<file path="config.mk">
export PLATFORM = sky130hd
export DESIGN_NAME = toy_bus_arb_node_fetch_req
export DESIGN_NICKNAME = d
export VERILOG_FILES = /design/src/rtl/toy_bus_pkg.sv /design/src/rtl/toy_bus_skid_buf.sv /design/src/rtl/toy_bus_arb_node_fetch_req.sv
export SDC_FILE = /design/constraint.sdc
export NUM_CORES = 2
export LEC_CHECK = 0
export CORE_AREA = 4 4 393 395
export CTS_CLUSTER_DIAMETER = 50
export DETAILED_ROUTE_END_ITERATION = 10
export DIE_AREA = 0 0 397 399
export PLACE_DENSITY = 0.47
export SLEW_MARGIN = 40
export SYNTH_ARGS = -nofsm -noshare
export SYNTH_HDL_FRONTEND = slang
export SYNTH_HIERARCHICAL = 1
export SYNTH_SLANG_ARGS = --single-unit
</file>
<file path="constraint.sdc">
create_clock -name clk -period 1.9 [get_ports clk]
set_input_delay 0.19 -clock clk [delete_from_list [all_inputs] [get_ports clk]]
set_output_delay 0.19 -clock clk [all_outputs]
set_load 0.005 [all_outputs]
</file>
<file path="src/rtl/toy_bus_pkg.sv">
`default_nettype none
// ============================================================================
// Module : toy_bus_pkg
// Desc   : ToyBus request payload type, width constants and skid-buffer states.
// Rev    : 1.0  initial release
// ============================================================================
package toy_bus_pkg;

    localparam int REQ_ADDR_W = 32;
    localparam int REQ_STRB_W = 32;
    localparam int REQ_DATA_W = 256;
    localparam int REQ_ID_W   = 4;
    localparam int REQ_SB_W   = 10;

    typedef struct packed {
        logic [REQ_ADDR_W-1:0] addr;
        logic [REQ_STRB_W-1:0] strb;
        logic [REQ_DATA_W-1:0] data;
        logic                  opcode;
        logic [REQ_ID_W-1:0]   src_id;
        logic [REQ_ID_W-1:0]   tgt_id;
        logic [REQ_SB_W-1:0]   sideband;
    } toy_bus_req_t;

    localparam int REQ_W = $bits(toy_bus_req_t);

    typedef enum logic [1:0] {
        EMPTY = 2'd0,
        HALF  = 2'd1,
        FULL  = 2'd2
    } skid_state_e;

endpackage
`default_nettype wire

</file>
<file path="src/rtl/toy_bus_skid_buf.sv">
`default_nettype none
// ============================================================================
// Module : toy_bus_skid_buf
// Desc   : 2-entry registered valid/ready slice carrying one ToyBus request.
// Rev    : 1.0  initial release
// ============================================================================
module toy_bus_skid_buf
    import toy_bus_pkg::*;
(
    input  logic         clk,
    input  logic         rst_n,
    input  logic         in_vld,
    output logic         in_rdy,
    input  toy_bus_req_t in_data,
    output logic         out_vld,
    input  logic         out_rdy,
    output toy_bus_req_t out_data
);

    skid_state_e  r_state;
    skid_state_e  w_state_nxt;
    toy_bus_req_t r_main;
    toy_bus_req_t r_skid;
    logic         r_space_ok;
    logic         w_push;
    logic         w_pop;

    assign in_rdy   = r_space_ok;
    assign out_vld  = (r_state != EMPTY);
    assign out_data = r_main;
    assign w_push   = in_vld && r_space_ok;
    assign w_pop    = out_vld && out_rdy;

    always_comb begin
        w_state_nxt = r_state;
        case (r_state)
            EMPTY: if (w_push) w_state_nxt = HALF;
            HALF: begin
                if (w_push && !w_pop)      w_state_nxt = FULL;
                else if (w_pop && !w_push) w_state_nxt = EMPTY;
            end
            FULL:    if (w_pop) w_state_nxt = HALF;
            default: w_state_nxt = EMPTY;
        endcase
    end

    // Ready is registered from the next state so upstream never sees a comb path from out_rdy.
    always_ff @(posedge clk or negedge rst_n) begin
        if (!rst_n) begin
            r_state    <= EMPTY;
            r_space_ok <= 1'b0;
            r_main     <= '0;
            r_skid     <= '0;
        end else begin
            r_state    <= w_state_nxt;
            r_space_ok <= (w_state_nxt != FULL);
            case (r_state)
                EMPTY: if (w_push) r_main <= in_data;
                HALF: begin
                    if (w_push && w_pop) r_main <= in_data;
                    else if (w_push)     r_skid <= in_data;
                end
                FULL:    if (w_pop) r_main <= r_skid;
                default: ;
            endcase
        end
    end

endmodule
`default_nettype wire

</file>
<file path="src/rtl/toy_bus_arb_node_fetch_req.sv">
`default_nettype none
// ============================================================================
// Module : toy_bus_arb_node_fetch_req
// Desc   : 2:1 round-robin ToyBus request merge feeding a registered skid buffer.
// Rev    : 1.0  initial release
// ============================================================================
module toy_bus_arb_node_fetch_req
    import toy_bus_pkg::*;
#(
    parameter int ADDR_W = REQ_ADDR_W,
    parameter int STRB_W = REQ_STRB_W,
    parameter int DATA_W = REQ_DATA_W,
    parameter int ID_W   = REQ_ID_W,
    parameter int SB_W   = REQ_SB_W
) (
    input  logic              clk,
    input  logic              rst_n,
    input  logic              in0_vld,
    output logic              in0_rdy,
    input  logic [ADDR_W-1:0] in0_addr,
    input  logic [STRB_W-1:0] in0_strb,
    input  logic [DATA_W-1:0] in0_data,
    input  logic              in0_opcode,
    input  logic [ID_W-1:0]   in0_src_id,
    input  logic [ID_W-1:0]   in0_tgt_id,
    input  logic [SB_W-1:0]   in0_sideband,
    input  logic              in1_vld,
    output logic              in1_rdy,
    input  logic [ADDR_W-1:0] in1_addr,
    input  logic [STRB_W-1:0] in1_strb,
    input  logic [DATA_W-1:0] in1_data,
    input  logic              in1_opcode,
    input  logic [ID_W-1:0]   in1_src_id,
    input  logic [ID_W-1:0]   in1_tgt_id,
    input  logic [SB_W-1:0]   in1_sideband,
    output logic              out0_vld,
    input  logic              out0_rdy,
    output logic [ADDR_W-1:0] out0_addr,
    output logic [STRB_W-1:0] out0_strb,
    output logic [DATA_W-1:0] out0_data,
    output logic              out0_opcode,
    output logic [ID_W-1:0]   out0_src_id,
    output logic [ID_W-1:0]   out0_tgt_id,
    output logic [SB_W-1:0]   out0_sideband
);

    toy_bus_req_t w_in0;
    toy_bus_req_t w_in1;
    toy_bus_req_t w_sel;
    toy_bus_req_t w_out;
    logic         w_space_ok;
    logic         w_req0;
    logic         w_req1;
    logic         w_gnt0;
    logic         w_gnt1;
    logic         r_rr_ptr;

    // Parameters are expected to match the package widths the struct is built from.
    assign w_in0 = {in0_addr, in0_strb, in0_data, in0_opcode, in0_src_id, in0_tgt_id, in0_sideband};
    assign w_in1 = {in1_addr, in1_strb, in1_data, in1_opcode, in1_src_id, in1_tgt_id, in1_sideband};

    assign w_req0 = in0_vld && w_space_ok;
    assign w_req1 = in1_vld && w_space_ok;
    assign w_gnt0 = w_req0 && (!w_req1 || !r_rr_ptr);
    assign w_gnt1 = w_req1 && (!w_req0 ||  r_rr_ptr);

    assign in0_rdy = w_gnt0;
    assign in1_rdy = w_gnt1;
    assign w_sel   = w_gnt1 ? w_in1 : w_in0;

    // Pointer lands on the loser after every accepted beat.
    always_ff @(posedge clk or negedge rst_n) begin
        if (!rst_n) begin
            r_rr_ptr <= 1'b0;
        end else if (w_gnt0 || w_gnt1) begin
            r_rr_ptr <= !w_gnt1;
        end
    end

    toy_bus_skid_buf u_skid (
        .clk      (clk),
        .rst_n    (rst_n),
        .in_vld   (w_gnt0 || w_gnt1),
        .in_rdy   (w_space_ok),
        .in_data  (w_sel),
        .out_vld  (out0_vld),
        .out_rdy  (out0_rdy),
        .out_data (w_out)
    );

    assign {out0_addr, out0_strb, out0_data, out0_opcode,
            out0_src_id, out0_tgt_id, out0_sideband} = w_out;

endmodule
`default_nettype wire

</file>
; ---- After elaboration in Yosys (flattened, before gate mapping)
; Cells that the tools add are included.
[totals]
ff_bits = 682
latch_bits = 0
mem_bits_rw = 0
rom_bits = 0
inputBits = 683
output_inout_bits = 342
word_cells = 57
n_memories = 0
[op_classes]
addsub = 0
mul = 0
div = 0
n_lt_le_gt_ge = 0
n_eq_ne = 6
shift = 0
muxes = 10
bitwise_logic = 1
reduce_logical = 23
[ops]
columns = cell, n
row1 = 339-bit two-way mux, 4
row2 = 339-bit case mux with 3 select lines, 1
row3 = 1-bit logical AND, 9
row4 = 2-bit two-way mux, 4
row5 = 1-bit logical NOT, 6
row6 = "2-bit by 1-bit inequality test with 1-bit output, second input constant", 3
row7 = 2-bit case mux with 3 select lines, 1
row8 = 4-bit AND reduction, 1
row9 = 1-bit logical OR, 3
row10 = 3-bit AND reduction, 1
row11 = 3-bit nonzero test, 1
row12 = "2-bit by 1-bit == test with 1-bit output, second input constant", 1
row13 = "2-bit == test, second input constant", 1
row14 = 2-bit logical NOT, 1
row15 = "2-bit inequality test, second input constant", 1
row16 = 2-bit nonzero test, 1
row17 = 1-bit inverter, 1

; ---- Longest topological paths before layout
[depth]
depth_word = 12
ltp_mapped = 8
depth_no_buf = 5

; ---- Cells and area by module
; Netlist, hierarchy kept.
[modules_own_cells]
columns = module, instances, cells_per_inst, area_per_inst_um2, seq_area_each_um2
row1 = toy_bus_skid_buf, 1, 1901, 28071.9, 17041.3
row2 = toy_bus_arb_node_fetch_req, 1, 387, 5610.4, 25.0

; ---- Worst setup path before layout
; No wires, ideal clock.
[synth_path]
path_kind = flip-flop to flip-flop
from = register u_skid.r_space_ok, in the netlist u_skid/in_rdy
to = register u_skid.r_main (netlist bit u_skid/out_data[39])
setup_ns = 0.119
arrival_ns = 1.804
required_ns = 1.781
slack_ns = -0.023
stages_incl_launch_ff = 9
n_path_buf = 3
period_less_slack_ns = 1.923
path_cell_list = dfrtp_1 nand2_1 a21o_1 buf_6 buf_12 buf_12 mux2_4 o32a_1 o21a_1
[synth_rtl]
columns = item, line_no
row1 = "start, declared", toy_bus_skid_buf.sv:24  ; logic r_space_ok;
row2 = "start signal, assigned", toy_bus_skid_buf.sv:56  ; r_space_ok <= (w_state_nxt != FULL);
row3 = "end signal, assigned", toy_bus_skid_buf.sv:58  ; EMPTY: if (w_push) r_main <= in_data;
row4 = "end signal, assigned", toy_bus_skid_buf.sv:60  ; if (w_push && w_pop) r_main <= in_data;
row5 = "end signal, assigned", toy_bus_skid_buf.sv:63  ; FULL: if (w_pop) r_main <= r_skid;
row6 = "end, declared", toy_bus_skid_buf.sv:22  ; toy_bus_req_t r_main;

==> impl_metrics.yaml <==
global_routing:
  gr_ovfl_total: 0
  via_count_of_the_first_global_routing_pass: 26600
  grt_util_all_layers: 0.171
  met2_use_gr: 0.298
  grt_pass1_wl_microns: 198000
  grtUsageMet3: 0.0374
  initial_antenna_violation_count: 7
  grt_use_met1: 0.212
  grt-busiest-layer: "met2"
  grt_start_max_net_pins: 66
sta:
  final-setup-viol-count: 699
  max_slew.worst_pin.slew_ns: 0.680
  fmax_mhz: 438
  post_route_fraction_of_the_period_consumed_by_the_critical_path: 1.20
  hold_violations: 0
  fin_skew_ns: 0.0493
  final_period_minus_worst_setup_slack_ns: 2.28
  finalMaxSlewViolations: 0
  maxSlewHeadroom: 0.547
  finalWorstSetupSlack_ns: -0.381
  fin_setup_tns_ns: -153.85
  rsz_0062_raised_after_global_routing: "true"
clock_network:
  clock_tree.buffer_depth: 3
  cts.sink_count: 682
  path_clk_slew_ns: 0.06
  clk_lat_worst_skew_ns: 0.70
  h-tree-depth: 3
  numCtsBuffers: 101
  cts-root-buf: "sky130_fd_sc_hd__clkbuf_16"
  tritoncts: "done"
layout:
  share_of_final_layout_standard_cells_stronger_than_drive_strength_1: 0.316
  layout.nets: 4172
  finalCoreUtilization: 0.350
  areaGrowthSynthToFinish_pct: 57.0
placed_design:
  place.gp.congestion: 0.833
  place.detailed.hpwl_microns: 104000
  dp_worst_slack_ns: -0.528
  buffer_ports.inserted: 1024
routing:
  drt-vias-per-instance: 4.54
  vias: 25500
  drt.antenna.violating_nets: 0
  totalWireLength_microns: 145000
  routedWlPerCell_microns: 25.9
  detail_route.first_pass.iterations: 5
  drt_first_iter_violations: 1346
  drt_drc_violations_left: 0
logic_synthesis:
  synth.net_count: 2971
  synthesis.yosys.warnings: 6
  ys_types: 29
  synth_area_sq_um: 33700
  syn_inst: 2288
  yosys_register_bits: 682
  post_synth.cell_area_avg_sq_um: 14.7
  sequential_cell_area_fraction_in_the_yosys_report: 0.507
  top_reg_cell_synth: "sky130_fd_sc_hd__dfrtp_1"
  synth-async-reset-ratio: 1.00
  synth-edff-count: 0
worst_setup_path:
  critPathCapture: "u_skid/out_data[81]"
  crit_reg_reg_startpoint: "u_skid/in_rdy"
  critical_path.startpoint_type: "register"
  crit_path_start: "u_skid/in_rdy"
  critical_path_class: "register to register"
  r2r_setup_slack_ns: -0.38
  timing.critical_path.to_type: "register"
  worst-endpoint-arrival_ns: 2.87
  rr_worst_depth: 10
  crit-reg2reg-capture: "u_skid/out_data[81]"
  cp_data_required_time_ns: 2.49
  critical_path.max_fanout: 7
floorplanning:
  die_h_microns: 399
  ioPinCount: 1025
  design.die.area_sq_um: 158000
  die_width_microns: 397
  placementRows: 143
  initial_utilization: 0.223
  core_region_area_sq_um: 151000
power_and_ir_drop:
  p_per_area_nw_per_um2: 1710
  leakage_nw: 21.5
  irDropWorstVdd_uv: 822
  power_after_layout_mw: 90.4
worst_hold_path:
  hp-class: "input port to asynchronous set/reset pin"
job:
  timing.max_cap.violations: 0
outcome:
  failed_checks: "setup timing"
  outcome: "complete, but fails checks"
placed cells by master (no fill, tap or decap), drive strengths merged, types with 5 or more instances in the layout:
cell              n
buf             283
bufinv            9
clkbuf          150
clkdlybuf4s50  1015
clkinv           22
clkinvlp         11
dfrtp           682
dlygate4sd2       5
inv              14
mux2            678
o21a            340
o32a            339
cell families after synthesis:
group / after synthesis / synth area share
multiplexers: 680 / 0.261
AO/OA/AOI/OAI: 685 / 0.178
buffers and inverters: 228 / 0.0523
flip-flops: 682 / 0.507
AND/OR/NAND/NOR: 13 / 0.00279
timing repair:
action	in CTS	in global routing
pin swaps	37	22
hold endpoints to repair	461	0
hold buffers	1	0
buffers inserted	32	16
cloned	20	15
gates resized for setup	134	98
setup endpoints to repair	783	750
power breakdown:
group | switching (mW) | total, mW | internal, mW | leakage (nW)
Combinational | 18.9 | 44.7 | 25.8 | 12.0
Sequential | 4.24 | 26.4 | 22.2 | 7.82
Clock | 7.45 | 19.2 | 11.8 | 1.68
Total | 30.6 | 90.4 | 59.7 | 21.5
worst min-delay path by stage:
stage | to | cells after the start | slack, ns
global placement | u_skid/out_data[278] | 1 | 0.27
detailed placement | u_skid/out_data[278] | 1 | 0.26
global route | u_skid/r_skid[59] | 2 | 0.11
finish | u_skid/r_skid[59] | 2 | 0.15
floorplan | r_rr_ptr | 0 | -0.11
CTS | u_skid/r_skid[63] | 2 | 0.08
critical path, stage by stage, from the launching register on:
cell and delay, ns:
sky130_fd_sc_hd__dfrtp_1 0.38, sky130_fd_sc_hd__buf_6 0.13, sky130_fd_sc_hd__nand2_4 0.05, sky130_fd_sc_hd__a21o_4 0.21
sky130_fd_sc_hd__buf_12 0.15, sky130_fd_sc_hd__buf_16 0.16, sky130_fd_sc_hd__clkbuf_16 0.19, sky130_fd_sc_hd__buf_12 0.15
sky130_fd_sc_hd__mux2_4 0.32, sky130_fd_sc_hd__o32a_1 0.35, sky130_fd_sc_hd__o21a_1 0.10
through the flow:
stage	hold slack (ns)	area (sq um)	std cells
2_1_floorplan	-0.106	33700	2288
3_3_place_gp	0.266	47300	5341
3_5_place_dp	0.260	47300	5341
4_1_cts	0.0828	52100	5582
5_1_grt	0.114	52900	5605
6_report	0.145	52900	5608
synth_stat cells, types with 2 or more instances:
cell type	n	area, sq um
sky130_fd_sc_hd__inv_1	2	7.51
sky130_fd_sc_hd__o32a_1	339	3390
sky130_fd_sc_hd__dfrtp_1	682	17100
sky130_fd_sc_hd__clkbuf_1	8	30.0
sky130_fd_sc_hd__nand2_1	3	11.3
sky130_fd_sc_hd__mux2_2	329	3700
sky130_fd_sc_hd__mux2_4	299	4490
sky130_fd_sc_hd__buf_2	144	721
sky130_fd_sc_hd__buf_12	22	440
sky130_fd_sc_hd__o21a_1	340	2550
sky130_fd_sc_hd__a21oi_1	3	15.0
sky130_fd_sc_hd__buf_1	2	7.51
sky130_fd_sc_hd__or2_2	2	12.5
sky130_fd_sc_hd__buf_4	3	22.5
sky130_fd_sc_hd__mux2i_1	2	20.0
sky130_fd_sc_hd__buf_6	46	518
sky130_fd_sc_hd__mux2_1	50	563
registers in the layout, indices dropped and copies added (netlist names):
| signal | flops |
|---|---|
| r_rr_ptr | 1 |
| u_skid/in_rdy | 1 |
| u_skid/out_data | 339 |
| u_skid/r_skid | 339 |
| u_skid/r_state | 2 |
layer usage:
| layer | vias to the layer above | routed length [microns] |
|---|---|---|
| met5 | - | 65 |
| met4 | 10 | 3740 |
| met3 | 159 | 8020 |
| met2 | 740 | 72700 |
| met1 | 13200 | 60800 |
| li1 | 11300 | - |
final cells by class:
type / instances / area (sq um)
inverter: 2 / 7.51
clock inverter: 54 / 682
multi-input combinational: 1378 / 15200
fill: 14800 / 98300
antenna: 3 / 7.51
timing repair buffer: 1324 / 14600
sequential: 682 / 17100
clock buffer: 135 / 2820
tap: 2030 / 2540
No activity file was read; power rests on OpenSTA's default activity.
